--- src/rtl/si_dac_serializer.sv ---
// ---------------------------------------------------------------------------
// si_dac_serializer
//   Transmit side of the SI_DAC serial link. It accepts parallel samples over a
//   valid/ready handshake into a holding register and shifts each sample out
//   MSB first on SI. While one sample is shifting, the next one can wait in the
//   holding register, so a continuously fed stream has no bubbles between
//   frames.
//
// Parameters
//   WIDTH    sample width in bits (>=2)
//   CLK_DIV  clk cycles per serial bit (>=1); SI_en is high on the first cycle
//   GAP      idle clk cycles between the last-bit period and the next frame
//
// Ports
//   clk         system clock, all logic on the rising edge
//   rst         synchronous reset, active-high; aborts any frame in progress
//   din         parallel sample, unsigned
//   din_valid   din is valid
//   din_ready   holding register can accept a sample this cycle
//   SI          serial data, MSB first, forced to 0 outside valid bits
//   SI_en       SI carries a valid bit in this cycle
//   soc         start of frame, high with SI_en on the MSB
//   busy        serializer is not idle
//   frame_done  1-cycle pulse in the first idle cycle after a frame
// ---------------------------------------------------------------------------
module si_dac_serializer #(
  parameter int unsigned WIDTH   = 12,
  parameter int unsigned CLK_DIV = 1,
  parameter int unsigned GAP     = 2
) (
  input  logic             clk,
  input  logic             rst,
  input  logic [WIDTH-1:0] din,
  input  logic             din_valid,
  output logic             din_ready,
  output logic             SI,
  output logic             SI_en,
  output logic             soc,
  output logic             busy,
  output logic             frame_done
);

  localparam int unsigned BW = ($clog2(WIDTH) > 0) ? $clog2(WIDTH) : 1;
  localparam int unsigned DW = ($clog2(CLK_DIV) > 0) ? $clog2(CLK_DIV) : 1;
  localparam int unsigned GW = ($clog2(GAP + 1) > 0) ? $clog2(GAP + 1) : 1;

  localparam logic [BW-1:0] BIT_LAST = BW'(WIDTH - 1);
  localparam logic [DW-1:0] DIV_LAST = DW'(CLK_DIV - 1);
  localparam logic [GW-1:0] GAP_INIT = GW'((GAP > 0) ? (GAP - 1) : 0);

  typedef enum logic [1:0] {
    ST_IDLE  = 2'd0,
    ST_SHIFT = 2'd1,
    ST_GAP   = 2'd2
  } state_t;

  state_t           state_q, state_d;
  logic [WIDTH-1:0] hold_q, hold_d;
  logic             hold_full_q, hold_full_d;
  logic [WIDTH-1:0] shift_q, shift_d;
  logic [BW-1:0]    bit_q, bit_d;
  logic [DW-1:0]    div_q, div_d;
  logic [GW-1:0]    gap_q, gap_d;
  logic             frame_done_q, frame_done_d;

  logic             accept;
  logic             load;
  logic             end_act;
  logic             si_en_w;

  // -------------------------------------------------------------------------
  // State register
  // -------------------------------------------------------------------------
  always_ff @(posedge clk) begin
    if (rst) begin
      state_q      <= ST_IDLE;
      hold_q       <= '0;
      hold_full_q  <= 1'b0;
      shift_q      <= '0;
      bit_q        <= '0;
      div_q        <= '0;
      gap_q        <= '0;
      frame_done_q <= 1'b0;
    end else begin
      state_q      <= state_d;
      hold_q       <= hold_d;
      hold_full_q  <= hold_full_d;
      shift_q      <= shift_d;
      bit_q        <= bit_d;
      div_q        <= div_d;
      gap_q        <= gap_d;
      frame_done_q <= frame_done_d;
    end
  end

  // -------------------------------------------------------------------------
  // Next-state logic
  // -------------------------------------------------------------------------
  always_comb begin
    state_d      = state_q;
    hold_d       = hold_q;
    hold_full_d  = hold_full_q;
    shift_d      = shift_q;
    bit_d        = bit_q;
    div_d        = div_q;
    gap_d        = gap_q;
    frame_done_d = 1'b0;
    load         = 1'b0;
    end_act      = 1'b0;

    accept = din_valid && !rst && !hold_full_q;

    case (state_q)
      ST_IDLE: begin
        if (hold_full_q) begin
          load = 1'b1;
        end
      end
      ST_SHIFT: begin
        if (div_q == DIV_LAST) begin
          div_d = '0;
          if (bit_q != '0) begin
            shift_d = {shift_q[WIDTH-2:0], 1'b0};
            bit_d   = bit_q - 1'b1;
          end else if (GAP > 0) begin
            state_d = ST_GAP;
            gap_d   = GAP_INIT;
          end else begin
            end_act = 1'b1;
          end
        end else begin
          div_d = div_q + 1'b1;
        end
      end
      ST_GAP: begin
        if (gap_q == '0) begin
          end_act = 1'b1;
        end else begin
          gap_d = gap_q - 1'b1;
        end
      end
      default: begin
        state_d = ST_IDLE;
      end
    endcase

    // A waiting sample starts the next frame directly, with no idle cycle.
    if (end_act) begin
      if (hold_full_q) begin
        load = 1'b1;
      end else begin
        state_d      = ST_IDLE;
        frame_done_d = 1'b1;
      end
    end

    if (load) begin
      shift_d     = hold_q;
      hold_full_d = 1'b0;
      bit_d       = BIT_LAST;
      div_d       = '0;
      state_d     = ST_SHIFT;
    end

    // Accept needs an empty holding register, so it never overlaps a load.
    if (accept) begin
      hold_d      = din;
      hold_full_d = 1'b1;
    end
  end

  // -------------------------------------------------------------------------
  // Output decode (registers only, except the ready handshake)
  // -------------------------------------------------------------------------
  always_comb begin
    din_ready  = !rst && !hold_full_q;
    si_en_w    = (state_q == ST_SHIFT) && (div_q == '0);
    SI_en      = si_en_w;
    SI         = si_en_w && shift_q[WIDTH-1];
    soc        = si_en_w && (bit_q == BIT_LAST);
    busy       = (state_q != ST_IDLE);
    frame_done = frame_done_q;
  end

endmodule

--- config.mk ---
export PLATFORM = sky130hd
export DESIGN_NAME = si_dac_serializer
export DESIGN_NICKNAME = d
export VERILOG_FILES = /design/src/rtl/si_dac_serializer.sv
export SDC_FILE = /design/constraint.sdc
export NUM_CORES = 1
export LEC_CHECK = 0
export ABC_AREA = 1
export BUFFER_PORTS_ARGS = -buffer_cell sky130_fd_sc_hd__buf_4
export CORE_ASPECT_RATIO = 0.75
export CORE_MARGIN = 2
export CORE_UTILIZATION = 55
export CTS_CLUSTER_DIAMETER = 150
export DETAILED_ROUTE_END_ITERATION = 16
export HOLD_SLACK_MARGIN = 0.06
export PLACE_DENSITY = 0.77
export SYNTH_ARGS = -nofsm -noshare
export SYNTH_HDL_FRONTEND = slang
export SYNTH_SLANG_ARGS = --single-unit
export TNS_END_PERCENT = 1
--- constraint.sdc ---
create_clock -name clk -period 3 [get_ports clk]
set_input_delay 0 -clock clk [delete_from_list [all_inputs] [get_ports clk]]
set_output_delay 0 -clock clk [all_outputs]
set_load 0.02 [all_outputs]
==> flow_summary.yaml, run 1 <==
status:
  status: "completed"
setup_path:
  cpMaxStageDelayCell: "nor2_2"
  cp-end-kind: "register"
  r2r-start: "hold_full_q"
  path_class: "input pin to register"
  critPathMaxStageDelay_ns: 0.58
  path_cells: "dlygate4sd3_1 > buf_4 > inv_1 > nand2_1 > nor2_2 > nand2_1 > o31ai_1 > dlygate4sd3_1"
  cp.required_ns: 3.28
  crit_arrival_ns: 2.73
  reg2reg_to: "hold_q[1]"
  crit_fanout: 24
  reg2regPathDepth: 4
  reg2reg_setup_slack_ns: 1.07
  start_kind: "input pin"
cts:
  clk_path_buf_depth: 2
  ctsHoldBuffers: 15
  cts_tree: "yes"
  clock_sinks: 34
  cts-root-buf: "clkbuf_4"
  h-tree-depth: 2
  cts_buffers: 5
  cts_resized: 0
  postCtsSetupBuffers: 0
  insertion_delay_ns: 0.34
  clk_pin_slew_worst_paths_ns: 0.10
power_and_ir_drop:
  p_clk_share_pct: 28.0
  peakVddDrop_uv: 368
  finalPower_uw: 942
  internal-power_uw: 666
  p_leak_uw: 0.000852
  power.net_switching_uw: 276
  combPwrFrac_pct: 18.1
  swShare_pct: 29.3
  pwr-share-seq_pct: 53.9
  power.density_nw_per_um2: 510
global_routing:
  antenna_found_initial: 0
  grt_pass1_wl_um: 5360
  grt_max_degree: 25
  grt_util_all_layers_pct: 21.9
  grt-ovfl-total: 0
  grt_pass1_vias: 1210
sta:
  setup_viol: 0
  skew_ns: 0.00637
  setup_ws_ns: 0.555
  timing.setup.tns_ns: 0
  worstMarginPinSlew_ns: 0.703
  slew_viol_final: 0
  fin_crit_ns: 2.45
  max_slew_margin_pct: 53.1
  fmax_ghz: 0.409
  finalHoldViolCount: 0
  min_period_over_period_pct: 81.5
  rsz0062_at_grt: "false"
die:
  rows: 16
  dieWidth_um: 64.5
  coreArea_um2: 2600
  start_util_pct: 58.0
  die_h_um: 49.4
  io_pins: 21
  dieArea_um2: 3180
min_path:
  min_to: "hold_q[11]"
  hold_depth: 4
  worstHoldStart: "din[11]"
  min_path_type: "input pin to register"
synth:
  syn-num-nets: 224
  ys_seq_area_share_pct: 45.1
  avgSynthCellArea_um2: 7.25
  netlist_area_um2: 1510
  yosysTopAreaCellShare_pct: 45.1
  yosys.area.top_type: "dfxtp_1"
  yosysWarnings: 0
  ys_ff_latch: 34
  syn_inst: 208
  ys_types: 25
  synth_area_leaders: "dfxtp_1, nand2_1, nand3_1"
place:
  numPortBuffers: 20
  placed_area_um2: 1640
  dp_slack_ns: 1.32
  gp_congestion: 0.835
  hpwl_um: 2120
routing:
  ant_nets: 0
  drt_first_pass_iters: 5
  viasPerCell: 5.15
  drt_iter0_drc: 68
  wl_um: 3140
  via_count: 1431
  remaining_drc_errors: 0
  wl_per_cell_um: 11.3
layout:
  syn_to_final_growth_pct: 22.4
  postLayoutCellArea_um2: 1850
  n_antenna_cell: 0
  final_util_pct: 71.0
  drive_above_1_share_pct: 14.9
  nets: 257
  n_fill_cell: 205
run:
  maxCapViolCount: 0
## kinds of logic (layout without fill, tap and decap cells)
group           Yosys count  after routing  share of synthesized area [%]
flops                    34             34                           45.1
buf+inv                  31             65                           9.95
compound gates           27             27                           9.87
fa+ha+maj                 1              1                          0.829
simple gates            115            115                           34.2
## state kept, by name, indices dropped and copies added, names as in the netlist
register     flops
shift_q         12
state_q          2
gap_q            2
hold_q          12
frame_done       1
hold_full_q      1
bit_q            4
## cells in the mapped netlist
cell type and count:
a21oi_1 11, a21oi_4 1, buf_2 2, buf_6 4, clkbuf_1 2, clkbuf_2 1, dfxtp_1 34, ha_1 1
inv_1 21, inv_2 1, nand2_1 61, nand2_2 2, nand2_4 2, nand3_1 29, nand3b_1 1, nand4_1 2
nor2_1 11, nor2_2 2, nor2_4 1, nor3_1 2, nor4_1 1, o21ai_0 12, o21ai_1 2, o31ai_1 1
or2_1 1
## placed cells by master, fill, tap and decap left out
cell / Yosys / layout
nand2_2: 2 / 2
nor2_1: 11 / 11
nand3_1: 29 / 29
nand2_1: 61 / 61
dfxtp_1: 34 / 34
o31ai_1: 1 / 1
nand4_1: 2 / 2
a21oi_1: 11 / 11
inv_2: 1 / 1
nand3b_1: 1 / 1
o21ai_0: 12 / 12
o21ai_1: 2 / 2
nor3_1: 2 / 2
inv_1: 21 / 21
clkinv_2: 0 / 1
clkbuf_4: 0 / 5
nor4_1: 1 / 1
or2_1: 1 / 1
nand2_4: 2 / 2
nor2_4: 1 / 1
nor2_2: 2 / 2
buf_4: 0 / 20
clkbuf_8: 0 / 1
clkbuf_1: 2 / 1
a21oi_4: 1 / 1
dlygate4sd3_1: 0 / 15
ha_1: 1 / 1
## layout make-up
| cell class | instances | area, um2 | share of cell area [%] |
|---|---|---|---|
| multi-input cells | 143 | 678 | 36.7 |
| flip-flops and latches | 34 | 681 | 36.9 |
| inverters | 22 | 82.6 | 4.47 |
| repair buffers | 35 | 300 | 16.3 |
| clock buffers | 7 | 55.1 | 2.98 |
| well taps | 36 | 45.0 | 2.44 |
| clock inverters | 1 | 5.00 | 0.271 |
## layer usage
layer	wire length, um	track usage [%]
met5	0	0
met4	36	7.09
met3	207	7.39
met2	1410	32.6
met1	1480	29.9
## worst max path at each step
stage             start    endpoint  slack, ns
6_report            rst   hold_q[1]       0.55
5_1_grt             rst   hold_q[1]       0.35
4_1_cts             rst   hold_q[1]       0.62
3_5_place_dp        rst  hold_q[10]       1.32
3_3_place_gp        rst   hold_q[6]       1.41
2_1_floorplan  gap_q[0]  shift_q[5]       1.69
## stage by stage
stage / hold slack (ns) / instances
6_report: 0.397 / 278
4_1_cts: 0.384 / 278
3_5_place_dp: 0.206 / 255
5_1_grt: 0.393 / 278
3_3_place_gp: 0.196 / 255
2_1_floorplan: 0.0787 / 208
## worst max-delay path: cells and delay by family
family	cells	cell delay, ns
compound gates	1	0.10
buf+inv	4	1.79
simple gates	3	0.84
## power by group through the flow
| stage | registers (uW) | logic (uW) | clock network [uW] |
|---|---|---|---|
| after global routing | 513 | 192 | 289 |
| after floorplan | 511 | 122 | 0 |
| after detailed placement | 518 | 152 | 0 |
| final | 508 | 170 | 264 |
| after CTS | 508 | 168 | 269 |
| after global placement | 517 | 148 | 0 |
(Power assumes the default switching activity.)
==> run 2: changes to the inputs <==
- ABC_AREA: 1 -> 0
- CORE_UTILIZATION: 55 -> 50
- PLACE_DENSITY: 0.77 -> 0.73
- clock period: 3 -> 2.1 ns (I/O delays scaled with it)
==> run 2 against run 1 <==
  * Sequential power up 45%
  * Flip-flop and latch count is the same
  * Via count increased by 1.7%
  * Global-route usage increased by 0.27 points
  * Count of clock-buffer cells in the layout increased by 1
  * Wire length up 20%
  * Total power is 64% higher
  * Sequential share of layout area decreased by 2.7 points
  * Clock power increased by 110%
  * First-iteration DRC count rose by 150%
==> flow_summary.yaml, run 2 <==
status:
  status: "completed"
min_path:
  min_path_type: "input pin to register"
  worstHoldStart: "rst"
  min_to: "bit_q[3]"
  hold_depth: 2
global_routing:
  grt_pass1_wl_um: 6220
  grt_max_degree: 35
  grt_pass1_vias: 1345
  grt_util_all_layers_pct: 22.2
  antenna_found_initial: 0
  grt-ovfl-total: 0
synth:
  ys_seq_area_share_pct: 42.6
  synth_edf_count: 0
  synth_common_cells: "dfxtp_1, a21oi_1, nand2_1, nand2b_1, o21ai_0"
  netlist_area_um2: 1600
  ys_ff_latch: 34
  synth_area_leaders: "dfxtp_1, nand2b_1, a32oi_1"
  ys_types: 34
  syn_inst: 180
  yosysTopAreaCellShare_pct: 42.6
  synth-main-ff-cell: "dfxtp_1"
  yosys.area.top_type: "dfxtp_1"
  yosysMostFrequentCell: "dfxtp_1"
  syn-num-nets: 196
  avgSynthCellArea_um2: 8.87
  async_flop_share_pct: 0
  yosysWarnings: 0
cts:
  clock_sinks: 34
  cts_buffers: 5
  clk_path_buf_depth: 2
  insertion_delay_ns: 0.28
  h-tree-depth: 2
  clk_pin_slew_worst_paths_ns: 0.07
  cts_tree: "yes"
  cts-root-buf: "clkbuf_8"
  postCtsSetupBuffers: 0
setup_path:
  reg2reg_setup_slack_ns: 0.36
  path_class: "register to output pin"
  cp-end-kind: "output pin"
  crit_fanout: 16
  start_kind: "register"
  crit_arrival_ns: 1.84
  r2r-start: "state_q[0]"
  cp.required_ns: 2.10
  reg2reg_to: "shift_q[1]"
  reg2regPathDepth: 4
sta:
  worstMarginPinSlew_ns: 0.622
  timing.setup.tns_ns: 0
  fmax_ghz: 0.543
  finalHoldViolCount: 0
  min_period_over_period_pct: 87.7
  setup_viol: 0
  slew_viol_final: 0
  holdWs_ns: 0.105
  skew_ns: 0.00134
  fin_crit_ns: 1.84
  rsz0062_at_grt: "false"
  max_slew_margin_pct: 58.4
layout:
  drive_above_1_share_pct: 18.1
  nets: 225
  reg_top3: "hold_q: 12 flops, shift_q: 12 flops, bit_q: 4 flops"
  n_antenna_cell: 0
  layout_common_cells: "dfxtp_1, buf_4, nand2b_1, nand2_1, a21oi_1"
  n_fill_cell: 229
  final_common_cell: "dfxtp_1"
  final_util_pct: 66.5
  syn_to_final_growth_pct: 25.0
power_and_ir_drop:
  swShare_pct: 26.8
  p_leak_uw: 0.000761
  combPwrFrac_pct: 16.2
  pwr-share-seq_pct: 47.4
  p_clk_share_pct: 36.3
  internal-power_uw: 1130
  power.net_switching_uw: 415
  peakVddDrop_uv: 495
  power.density_nw_per_um2: 776
die:
  dieArea_um2: 3670
  die_h_um: 52.9
  start_util_pct: 53.2
  coreArea_um2: 3000
  dieWidth_um: 69.3
  io_pins: 21
  rows: 17
place:
  gp_congestion: 0.872
  hpwl_um: 2550
  numPortBuffers: 20
routing:
  via_count: 1456
  drt_iter0_drc: 169
  top_layer: "met4"
  dr_wl_met3_um: 240
  drt_first_pass_iters: 4
  viasPerCell: 5.87
  wl_um: 3770
  ant_nets: 0
  wl_per_cell_um: 15.2
  routed-wl-met2_um: 1650
  wl_met1_um: 1800
  remaining_drc_errors: 0
run:
  maxCapViolCount: 0
run 2: cell types whose count changed in the layout (fill, tap and decap cells not counted), moves of 3 or more:
cell,previous run,this run
clkbuf_8,1,8
buf_4,20,25
o221ai_1,0,10
nand2b_1,0,17
clkbuf_4,5,0
inv_1,21,4
nand3_1,29,1
a21oi_1,11,17
o21a_1,0,3
and3b_1,0,10
nand2_1,61,17
a32oi_1,0,10
nor2_1,11,2
run 2: logic make-up after synthesis:
logic type	share of synthesized area, %
AO/OA/AOI/OAI	26.2
adder cells (fa/ha/maj)	0.784
flip-flops	42.6
AND/OR/NAND/NOR	24.4
buffers and inverters	6.03
run 2: layout make-up:
type	count	area (um2)	area share, %
Inverter	4	15.0	0.752
Multi-Input combinational cell	126	825	41.3
Timing Repair Buffer	38	318	15.9
Clock buffer	8	110	5.52
Tap cell	38	47.5	2.38
Sequential cell	34	681	34.1
run 2: how the worst max path moves through the flow:
stage | start | cells past startpoint | endpoint
3_3_place_gp | gap_q[0] | 5 | bit_q[2]
3_5_place_dp | state_q[0] | 4 | shift_q[1]
2_1_floorplan | state_q[1] | 4 | soc
4_1_cts | state_q[1] | 4 | SI
6_report | state_q[1] | 4 | SI
5_1_grt | state_q[1] | 4 | SI
run 2: power by group through the flow:
stage	combinational [uW]	clock [uW]	sequential, uW
floorplan	183	0	724
global placement	219	0	744
detailed placement	228	0	747
CTS	248	567	733
global route	274	590	739
finish	251	563	735
run 2: per-layer routing:
layer | vias to the layer above | global-route usage, %
li1 | 722 | -
met1 | 679 | 28.2
met2 | 44 | 34.6
met3 | 11 | 6.48
met4 | 0 | 11.4
met5 | - | 0
run 2: timing repair:
action / in CTS / in global routing
gates resized for setup: 0 / 0
hold buffers: 13 / 0
endpoints found under the hold margin: 13 / 0
endpoints found under the setup margin: 0 / 0
run 2: critical path, cell delays in order, from the launching register on:
cell and delay (ns):
dfxtp_1 0.56, nand2b_1 0.45, inv_1 0.20, and2_1 0.20, buf_4 0.15
run 2: per-stage QoR:
| step | total power [uW] | worst slack, ns | cell area (um2) | cells |
|---|---|---|---|---|
| floorplan | 908 | 0.638 | 1600 | 180 |
| global placement | 963 | 0.553 | 1760 | 227 |
| detailed placement | 975 | 0.386 | 1760 | 227 |
| CTS | 1550 | 0.272 | 2000 | 248 |
| global route | 1600 | 0.115 | 2000 | 248 |
| finish | 1550 | 0.258 | 2000 | 248 |
==> run 3: changes to the inputs <==
- CELL_PAD_IN_SITES_DETAIL_PLACEMENT: not set -> 2
- CELL_PAD_IN_SITES_GLOBAL_PLACEMENT: not set -> 2
- CORE_UTILIZATION: 50 -> 31
- HOLD_SLACK_MARGIN: 0.06 -> not set
- PLACE_DENSITY: 0.73 -> 0.74
==> run 3 against run 2 <==
  * Flip-flop and latch count stayed put
  * Fmax is 1.9% higher
  * Critical path depth stayed put
  * Via count is 3.4% higher
  * Count of clock-buffer cells in the layout is 1 lower
  * Global-route usage is 3.6 points lower
  * Register-to-register slack hardly changed
==> flow_summary.yaml, run 3 (synthesis gave the netlist of run 2 again) <==
status:
  status: "completed"
place:
  hpwl_um: 3250
  numPortBuffers: 20
  gp_congestion: 0.792
sta:
  setup_viol: 0
  skew_ns: 0.00730
  worstMarginPinSlew_ns: 0.543
  finalHoldViolCount: 0
  min_period_over_period_pct: 86.1
  fin_crit_ns: 1.81
  max_slew_margin_pct: 63.7
  slew_viol_final: 0
  rsz0062_at_grt: "false"
  timing.setup.tns_ns: 0
  fmax_ghz: 0.553
die:
  dieWidth_um: 86.9
  coreArea_um2: 4930
  rows: 22
  start_util_pct: 32.4
  io_pins: 21
  die_h_um: 66.2
  dieArea_um2: 5750
layout:
  drive_above_1_share_pct: 17.6
  layout_common_cells: "dfxtp_1, buf_4, nand2b_1, nand2_1, a21oi_1"
  syn_to_final_growth_pct: 25.5
  nets: 225
  reg_top3: "hold_q: 12 flops, shift_q: 12 flops, bit_q: 4 flops"
  n_antenna_cell: 0
  final_common_cell: "dfxtp_1"
cts:
  cts-root-buf: "clkbuf_8"
  clk_path_buf_depth: 2
  h-tree-depth: 2
  clock_sinks: 34
  postCtsSetupBuffers: 0
  clk_pin_slew_worst_paths_ns: 0.07
  cts_tree: "yes"
  cts_buffers: 5
  insertion_delay_ns: 0.28
  cts_resized: 0
setup_path:
  path_cells: "nand2b_1 > inv_1 > and2_1 > buf_4"
  reg2regPathDepth: 4
  crit_fanout: 16
  cp-end-kind: "output pin"
  critPathMaxStageDelay_ns: 0.64
  path_class: "register to output pin"
  crit_arrival_ns: 1.81
  cpMaxStageDelayCell: "dfxtp_1"
  start_kind: "register"
  reg2reg_setup_slack_ns: 0.35
  r2r-start: "state_q[0]"
  cp.required_ns: 2.10
  reg2reg_to: "shift_q[1]"
min_path:
  min_path_type: "input pin to register"
  min_to: "shift_q[2]"
  hold_depth: 2
  worstHoldStart: "rst"
power_and_ir_drop:
  power.density_nw_per_um2: 751
  finalPower_uw: 1500
  p_leak_uw: 0.000752
  peakVddDrop_uv: 264
global_routing:
  grt_pass1_vias: 1620
  grt-ovfl-total: 0
  grt_pass1_wl_um: 8260
  antenna_found_initial: 0
  grt_util_all_layers_pct: 18.6
  grt_max_degree: 35
routing:
  drt_iter0_drc: 111
  viasPerCell: 5.58
  ant_nets: 0
  wl_per_cell_um: 18.1
  remaining_drc_errors: 0
  wl_um: 4890
  drt_first_pass_iters: 4
  via_count: 1506
run:
  maxCapViolCount: 0
-- run 3: cell count changes in the layout (fill, tap and decap cells not counted) --
cell	previous run	this run
clkbuf_1	0	1
clkbuf_8	8	6
clkinv_2	0	1
-- run 3: final cells by class --
type | instances | area (um2)
sequential | 34 | 681
clock buffer | 7 | 86.3
inverter | 4 | 15.0
multi-input combinational | 126 | 825
fill | 536 | 2920
clock inverter | 1 | 5.00
tap | 60 | 75.1
timing repair buffer | 38 | 318
-- run 3: per-layer routing --
metal,track usage (%),wire length (um),vias to the layer above
met5,0,0,-
met4,4.88,33,0
met3,3.87,170,2
met2,29.4,2270,24
met1,25.6,2420,760
li1,-,-,720
-- run 3: power by group --
| part | switching [uW] | total (uW) | internal, uW | leakage (uW) |
|---|---|---|---|---|
| combinational | 148 | 263 | 116 | 0.000426 |
| sequential | 50.0 | 737 | 687 | 0.000278 |
| clock | 240 | 505 | 265 | 0.0000482 |
| total | 437 | 1500 | 1070 | 0.000752 |
-- run 3: through the flow --
step	hold slack (ns)	cell area, um2	setup slack, ns	utilization [%]	std cells
after detailed placement	0.206	1780	0.300	36.2	249
after floorplan	0.109	1600	0.638	-	180
after global placement	0.192	1780	0.430	36.2	249
after global routing	0.130	2000	0.114	40.7	270
final	0.126	2000	0.292	40.7	270
after CTS	0.120	2000	0.238	40.7	270
-- run 3: worst max-delay path by stage --
stage	startpoint	end	slack, ns
2_1_floorplan	state_q[1]	soc	0.64
3_3_place_gp	state_q[0]	shift_q[1]	0.43
3_5_place_dp	state_q[0]	shift_q[1]	0.30
4_1_cts	state_q[1]	SI	0.24
5_1_grt	state_q[1]	SI	0.11
6_report	state_q[1]	SI	0.29
-- run 3: worst max-delay path: cells and delay by family, from the launching register on --
family	cells	cell delay [ns]
flip-flops	1	0.64
AND/OR/NAND/NOR	2	0.55
buffers and inverters	2	0.33
-- run 3: timing repair --
item	in CTS	in global routing
hold buffers	13	0
endpoints found under the setup margin	0	0
hold endpoints to repair	13	0
